### config.mk
export PLATFORM = sky130hd
export DESIGN_NAME = uart_rx_8n1
export DESIGN_NICKNAME = d
export VERILOG_FILES = /design/src/rtl/uart_rx_8n1.sv
export SDC_FILE = /design/constraint.sdc
export NUM_CORES = 1
export LEC_CHECK = 0
export BUFFER_PORTS_ARGS = -buffer_cell sky130_fd_sc_hd__buf_2
export CORE_MARGIN = 3
export CORE_UTILIZATION = 40
export DETAILED_ROUTE_END_ITERATION = 10
export SLEW_MARGIN = 20
export SYNTH_ARGS = -nofsm -noshare
export SYNTH_HDL_FRONTEND = slang
export SYNTH_SLANG_ARGS = --single-unit
### constraint.sdc
create_clock -name clk -period 2.2 [get_ports clk]
set_clock_uncertainty 0.1 [all_clocks]
set_input_delay 0.11 -clock clk [delete_from_list [all_inputs] [get_ports clk]]
set_output_delay 0.11 -clock clk [all_outputs]
set_load 0.03 [all_outputs]
### src/rtl/uart_rx_8n1.sv
// uart_rx_8n1: oversampling UART receiver, 8 data bits LSB first, 1 start, 1 stop.
// Optional even-parity bit between data and stop when UART_RX_PARITY_EN is defined.
module uart_rx_8n1 #(
    parameter int CLK_FREQ   = 100_000_000,
    parameter int BAUD_RATE  = 115200,
    parameter int OVERSAMPLE = 16
) (
    input  logic       clk,
    input  logic       reset,
    input  logic       rx,
    output logic [7:0] rx_data,
    output logic       rx_ready,
    output logic       rx_error
);

    localparam int DIV = CLK_FREQ / (BAUD_RATE * OVERSAMPLE);
    localparam int DW  = (DIV > 1) ? $clog2(DIV) : 1;
    localparam int TW  = $clog2(OVERSAMPLE);

    localparam logic [DW-1:0] DIV_M1  = DW'(DIV - 1);
    localparam logic [TW-1:0] HALF_M1 = TW'(OVERSAMPLE / 2 - 1);
    localparam logic [TW-1:0] FULL_M1 = TW'(OVERSAMPLE - 1);

    typedef enum logic [2:0] {
        S_IDLE   = 3'd0,
        S_START  = 3'd1,
        S_DATA   = 3'd2,
        S_PARITY = 3'd3,
        S_STOP   = 3'd4,
        S_BREAK  = 3'd5
    } state_t;

    logic          rx_s1, rx_s;
    logic [DW-1:0] div_cnt;
    logic          tick;

    state_t        state, state_n;
    logic [TW-1:0] tick_cnt, tick_n;
    logic [2:0]    bit_cnt, bit_n;
    logic [7:0]    shreg, sh_n;
    logic [7:0]    data_n;
    logic          ready_n, error_n;
`ifdef UART_RX_PARITY_EN
    logic          par_bad, par_n;
`endif

    // two-flop synchronizer, idles high so reset does not look like a start bit
    always_ff @(posedge clk or negedge reset) begin
        if (!reset) begin
            rx_s1 <= 1'b1;
            rx_s  <= 1'b1;
        end else begin
            rx_s1 <= rx;
            rx_s  <= rx_s1;
        end
    end

    // free-running oversample tick divider, never realigned to start edges
    always_ff @(posedge clk or negedge reset) begin
        if (!reset) div_cnt <= '0;
        else if (div_cnt == DIV_M1) div_cnt <= '0;
        else div_cnt <= div_cnt + DW'(1);
    end

    assign tick = (div_cnt == DIV_M1);

    // frame state, position counters, shift register and registered strobes
    always_ff @(posedge clk or negedge reset) begin
        if (!reset) begin
            state    <= S_IDLE;
            tick_cnt <= '0;
            bit_cnt  <= '0;
            shreg    <= '0;
            rx_data  <= '0;
            rx_ready <= 1'b0;
            rx_error <= 1'b0;
`ifdef UART_RX_PARITY_EN
            par_bad  <= 1'b0;
`endif
        end else begin
            state    <= state_n;
            tick_cnt <= tick_n;
            bit_cnt  <= bit_n;
            shreg    <= sh_n;
            rx_data  <= data_n;
            rx_ready <= ready_n;
            rx_error <= error_n;
`ifdef UART_RX_PARITY_EN
            par_bad  <= par_n;
`endif
        end
    end

    // next-state and datapath decode; strobes default low every cycle
    always_comb begin
        state_n = state;
        tick_n  = tick_cnt;
        bit_n   = bit_cnt;
        sh_n    = shreg;
        data_n  = rx_data;
        ready_n = 1'b0;
        error_n = 1'b0;
`ifdef UART_RX_PARITY_EN
        par_n   = par_bad;
`endif
        case (state)
            S_IDLE: begin
                tick_n = '0;
                bit_n  = '0;
`ifdef UART_RX_PARITY_EN
                par_n  = 1'b0;
`endif
                if (!rx_s) state_n = S_START;
            end
            S_START: begin
                if (tick) begin
                    if (tick_cnt == HALF_M1) begin
                        tick_n  = '0;
                        // still high at mid start bit: a glitch, drop it silently
                        state_n = rx_s ? S_IDLE : S_DATA;
                    end else begin
                        tick_n = tick_cnt + TW'(1);
                    end
                end
            end
            S_DATA: begin
                if (tick) begin
                    if (tick_cnt == FULL_M1) begin
                        tick_n = '0;
                        sh_n   = {rx_s, shreg[7:1]};
                        bit_n  = bit_cnt + 3'd1;
                        if (bit_cnt == 3'd7) begin
`ifdef UART_RX_PARITY_EN
                            state_n = S_PARITY;
`else
                            state_n = S_STOP;
`endif
                        end
                    end else begin
                        tick_n = tick_cnt + TW'(1);
                    end
                end
            end
`ifdef UART_RX_PARITY_EN
            S_PARITY: begin
                if (tick) begin
                    if (tick_cnt == FULL_M1) begin
                        tick_n  = '0;
                        // even parity: data bits plus parity bit must XOR to 0
                        par_n   = ^{shreg, rx_s};
                        state_n = S_STOP;
                    end else begin
                        tick_n = tick_cnt + TW'(1);
                    end
                end
            end
`endif
            S_STOP: begin
                if (tick) begin
                    if (tick_cnt == FULL_M1) begin
                        tick_n = '0;
                        if (rx_s) begin
                            // leave at mid stop bit so a back-to-back start is caught
                            state_n = S_IDLE;
`ifdef UART_RX_PARITY_EN
                            if (par_bad) begin
                                error_n = 1'b1;
                            end else begin
                                data_n  = shreg;
                                ready_n = 1'b1;
                            end
`else
                            data_n  = shreg;
                            ready_n = 1'b1;
`endif
                        end else begin
                            error_n = 1'b1;
                            state_n = S_BREAK;
                        end
                    end else begin
                        tick_n = tick_cnt + TW'(1);
                    end
                end
            end
            S_BREAK: begin
                // held-low line: one error only, wait for the line to recover
                tick_n = '0;
                bit_n  = '0;
                if (rx_s) state_n = S_IDLE;
            end
            default: state_n = S_IDLE;
        endcase
    end

endmodule

# [Yosys cells after proc, flatten, opt, wreduce, memory -nomap -nowiden]
# Index checks and enable logic that the tools add are counted.
[classes] n_addsub=3 n_eq_ne=18 n_mux=29 reduce_logical=10
[op_table] op="2-to-1 mux 3 bit" count=12
[op_table] op="inequality test 2 bit (second input constant)" count=9
[op_table] op="2-to-1 mux 4 bit" count=4
[op_table] op="one-hot mux 3 bit (5 select lines)" count=1
[op_table] op="one-hot mux 4 bit (3 select lines)" count=1
[op_table] op="== test 3 bit (second input constant)" count=3
[op_table] op="AND reduction 3 bit" count=3
[op_table] op="AND reduction 9 bit" count=1
[op_table] op="2-to-1 mux 1 bit" count=8
[op_table] op="adder 6 x 1 -> 6 bit (second input constant)" count=1
[op_table] op="== test 6 bit (second input constant)" count=1
[op_table] op="2-to-1 mux 6 bit" count=1
[op_table] op="one-hot mux 3 bit (2 select lines)" count=1
[op_table] op="adder 4 x 1 -> 4 bit (second input constant)" count=1
[op_table] op="== test 4 x 3 -> 1 bit (second input constant)" count=1
[op_table] op="== test 4 bit (second input constant)" count=1
[op_table] op="AND reduction 4 bit" count=1
[op_table] op="OR reduction 2 bit" count=2
[op_table] op="adder 3 x 1 -> 3 bit (second input constant)" count=1
[op_table] op="== test 3 x 1 -> 1 bit (second input constant)" count=1
[op_table] op="== test 3 x 2 -> 1 bit (second input constant)" count=1
[op_table] op="zero test 3 bit" count=1
[op_table] op="nonzero test 3 bit" count=1
[op_table] op="2-to-1 mux 2 bit" count=1
[op_table] op="2 further kinds" count=2
[word_totals] regBits=36 out_inout_bits=10 word_cells=70

# [Depth between registers and ports, before layout]
[logic_depth] ltp_word=5 depth_mapped=9 ltp_nobuf=7

# [Least setup slack after synthesis]
# Ideal clock, no wire load.
[synth_timing] path_kind="flip-flop to flip-flop" start="register div_cnt[1]" end="register shreg[2]" setup_ps=125 t_arrival_ps=1803 required_time_ps=1975 path_slack_ps=172 path_stages_with_launch=9 path_buffers=2 synth_period_minus_slack_ps=2028 cell_sequence="dfrtp_1 -> inv_1 -> ha_1 -> nand4_2 -> or2_1 -> buf_6 -> nor3_4 -> buf_6 -> mux2_4"
[synth_via] elab_chain_len=2
[synth_lines] item="start: declaration" line_no="34" source="logic [DW-1:0] div_cnt;"
[synth_lines] item="start signal: assignment" line_no="62" source="else div_cnt <= div_cnt + DW'(1);"
[synth_lines] item="== test 6 bit" line_no="65" source="assign tick = (div_cnt == DIV_M1);"
[synth_lines] item="AND reduction 3 bit (no source line)"
[synth_lines] item="end signal: assignment" line_no="84" source="shreg <= sh_n;"
[synth_lines] item="end: declaration" line_no="40" source="logic [7:0] shreg, sh_n;"
# Every way passes these cells.
# A chain may end at the register's enable or synchronous reset.

# [Final worst setup path]
[layout_timing] start="register div_cnt[1]" end="register state[0]"
[layout_via] elab_chain_len=3
[layout_lines] item="== test 6 bit *" line_no="65"
[layout_lines] item="inequality test 2 bit (no source line)"
[layout_lines] item="AND reduction 9 bit (no source line) *"
[layout_lines] item="end signal: assignment" line_no="81" source="state <= state_n;"
[layout_lines] item="end: declaration" line_no="37" source="state_t state, state_n;"
# Every way passes the cells marked *; elsewhere a longest branch is shown, timed or not.

==> impl_metrics.tcl <==
set metrics [dict create \
    ctsHtreeMaxLevel 2 \
    n_antenna_cell 0 \
    final.setup.worst_slack_ps 172 \
    fin_util 0.481 \
    cp_max_fo 9 \
    dpl-instance-area_sq_um 1870 \
    clkTransAtPathRegs_ps 70 \
    crit_arrival_ps 2140 \
    wl_per_cell_um 14.0 \
    grtUsageTotal 0.143 \
    postSynthNetCount 164 \
    synth_common_cells "34 x dfrtp_1, 14 x nor2_1, 12 x mux2_2, 12 x nand2_1, 10 x o21ai_0" \
    min_period_ps 2030 \
    post-route-period-util 0.922 \
    worstMarginPinSlew_ps 791 \
    worst-setup-path-type "flop to flop" \
    p_switching_mw 0.252 \
    dieArea_sq_um 5200 \
    ys_seq_area_frac 0.516 \
    post-place-cells 215 \
    drt_pre_antenna_iters 4 \
    timing.final.max_slew_violations 0 \
    seq_power_share 0.585 \
    gp_routability_congestion 0.872 \
    avgViaCountPerCell 5.53 \
    fmax_ghz 0.493 \
    cts-root-buf "clkbuf_8" \
    core_area_sq_um 4120 \
    fin_setup_tns_ps 0 \
    p_leak_nw 0.923 \
    status "finished, final reports clean" \
    synthesis.area_sq_um 1750 \
    netlist_instances 156 \
    synth_top_area_frac 0.486 \
    multi_input_area_sq_um 786 \
    ys_types 41 \
    clk_latency_ps 290 \
    grt_pass1_wl_um 5780 \
    grt_pass1_vias 1230 \
    vias 1244 \
    cts_tree "built" \
    nNetsFinal 182 \
    hpwl_um 2130 \
    synth-async-reset-ratio 1.00 \
    pwr-share-comb 0.016 \
    drc 0 \
    cts-buffers-inserted 5 \
    dp_slack_ps 201 \
    final_cell_count_no_fill 225 \
    seq_area_sq_um 903 \
    first_iter_violations 49 \
    power_density_nw_per_um2 576 \
    cpPeakStageDelay_ps 460 \
    fill_cells 379 \
    synth.most_common_cell "dfrtp_1" \
    pwr-share-clk 0.400 \
    synth.avg_cell_area_sq_um 11.2 \
    use_met2 0.207 \
    globalRouteMet1Util 0.195 \
    synth_edf_count 0 \
    die_y_um 72.1 \
    cts_sinks 36 \
    busiest_layer "met2" \
    hold_viol 0 \
    cp-start-kind "flop" \
    rsz0062_at_grt "no" \
    synthTopCellsByArea "dfrtp_1 49%, mux2_2 7.7%, mux2_4 4.3%, ha_1 3.6%, dfstp_2 3.0%" \
    crit_path_top_delay_cell "or4_1" \
    drive_gt1_frac 0.286 \
    post-cts-setup-buffer-count 0 \
    grt_start_max_net_pins 37 \
    yosysWarningCount 0 \
    hold_class "flop to flop" \
    timing.critical_path.cells "inv_1 > ha_1 > nand4_2 > or2_1 > buf_4 > or4_1 > a21oi_1" \
    final_area_sq_um 1980 \
    clock_path_buffers 2 \
    area_growth_pct 13.2 \
    synth.largest_area_cell "dfrtp_1" \
    port_buffers 12 \
    worstPathRequired_ps 2310 \
    end_kind "flop" \
    ys.flop_type "dfrtp_1" \
    ant_nets 0 \
    grt.met3_usage 0.0443 \
    die_w_um 72.1 \
    synth-seq-cells 36 \
    drv_cap 0 \
    grt_overflow 0 \
    p_sw_frac 0.221 \
    start_util 0.425 \
    max_slew_margin 0.473 \
    internal_power_mw 0.890 \
    drt-total-wl_um 3160 \
    vdd_drop_max_v 0.000309 \
    ios 13 \
    row_count 23 \
    antenna_found_initial 0 \
    setup_viol 0 \
]
[worst max-delay path, delay by kind of cell (launching register included)]
kind | cells | cell delay, ps
adders and majority gates | 1 | 170
DFF | 1 | 420
and+or+nand+nor | 3 | 860
AOI/OAI and AO/OA | 1 | 140
buffers and inverters | 2 | 250
[sequential cells by signal, indices dropped and copies added, names as in the netlist]
signal and cells:
rx_error 1, rx_data 8, tick_cnt 4, div_cnt 6
bit_cnt 3, rx_s1 1, shreg 8, rx_ready 1
rx_s 1, state 3
[cell usage in the layout (no fill, tap or decap), types with 2 or more instances in the layout]
cell type,netlist,final
xor2_1,2,2
dfrtp_1,34,34
dlygate4sd3_1,0,2
nor2b_1,2,2
mux2_2,12,12
a22o_1,2,2
buf_4,0,3
dfstp_2,2,2
a31oi_1,2,2
or2_2,2,2
o21ai_0,10,9
o32ai_1,2,2
nor3_1,2,2
nor2_1,14,14
buf_2,0,12
clkbuf_8,0,5
nand2_1,12,12
ha_1,5,5
clkinv_2,0,2
nand3_1,3,3
o31ai_1,3,3
mux2_4,5,5
inv_1,5,5
a21oi_1,9,9
nand4_1,2,2
[per-layer routing]
| layer | part of all wire | up-vias |
|---|---|---|
| met5 | 0 | - |
| met3 | 0.051 | 10 |
| met4 | 0.028 | 0 |
| met1 | 0.47 | 614 |
| li1 | - | 590 |
| met2 | 0.45 | 30 |
[metrics by stage]
stage	total power, mW	hold WS, ps
floorplan	0.681	-286
global placement	0.696	117
detailed placement	0.697	117
CTS	1.16	261
global route	1.19	270
finish	1.14	259
[layout make-up]
class,instances,share of cell area
repair buffers,18,0.0619
flip-flops and latches,36,0.456
clock inverters,3,0.00948
inverters,5,0.00948
well taps,50,0.0316
multi-input cells,108,0.397
clock buffers,5,0.0347
[worst paths after layout]
kind                            start     endpoint  slack [ps]  depth (start not counted)
setup / recovery           div_cnt[1]     state[0]         170                          7
setup reg to reg           div_cnt[1]     state[0]         170                          7
min in group asynchronous       reset  tick_cnt[3]         350                          2
hold reg to reg                 rx_s1         rx_s         260                          0
max in group asynchronous       reset   bit_cnt[0]        1150                          2
hold / removal                  rx_s1         rx_s         260                          0
[logic make-up (layout without fill, tap and decap cells)]
logic type / count (synthesis) / count (layout) / synth area share
multiplexers: 18 / 18 / 0.126
adder cells (fa/ha/maj): 5 / 5 / 0.0358
flip-flops: 36 / 36 / 0.516
XOR/XNOR: 3 / 3 / 0.0150
AO/OA/AOI/OAI: 34 / 34 / 0.124
AND/OR/NAND/NOR: 48 / 48 / 0.148
buffers and inverters: 12 / 31 / 0.0343
[power by group through the flow]
stage / registers, mW / logic, mW / clock network (mW)
2_1_floorplan: 0.678 / 0.00332 / 0
3_3_place_gp: 0.680 / 0.0160 / 0
3_5_place_dp: 0.680 / 0.0166 / 0
4_1_cts: 0.667 / 0.0191 / 0.478
5_1_grt: 0.668 / 0.0211 / 0.505
6_report: 0.668 / 0.0179 / 0.456
[repair_timing]
action | 4_1_cts | 5_1_grt
endpoints found under the hold margin | 35 | 0
setup endpoints to repair | 0 | 1
gates resized for setup | 0 | 1
hold buffers | 2 | 0
Note: power is estimated with default switching activity, not from simulation.
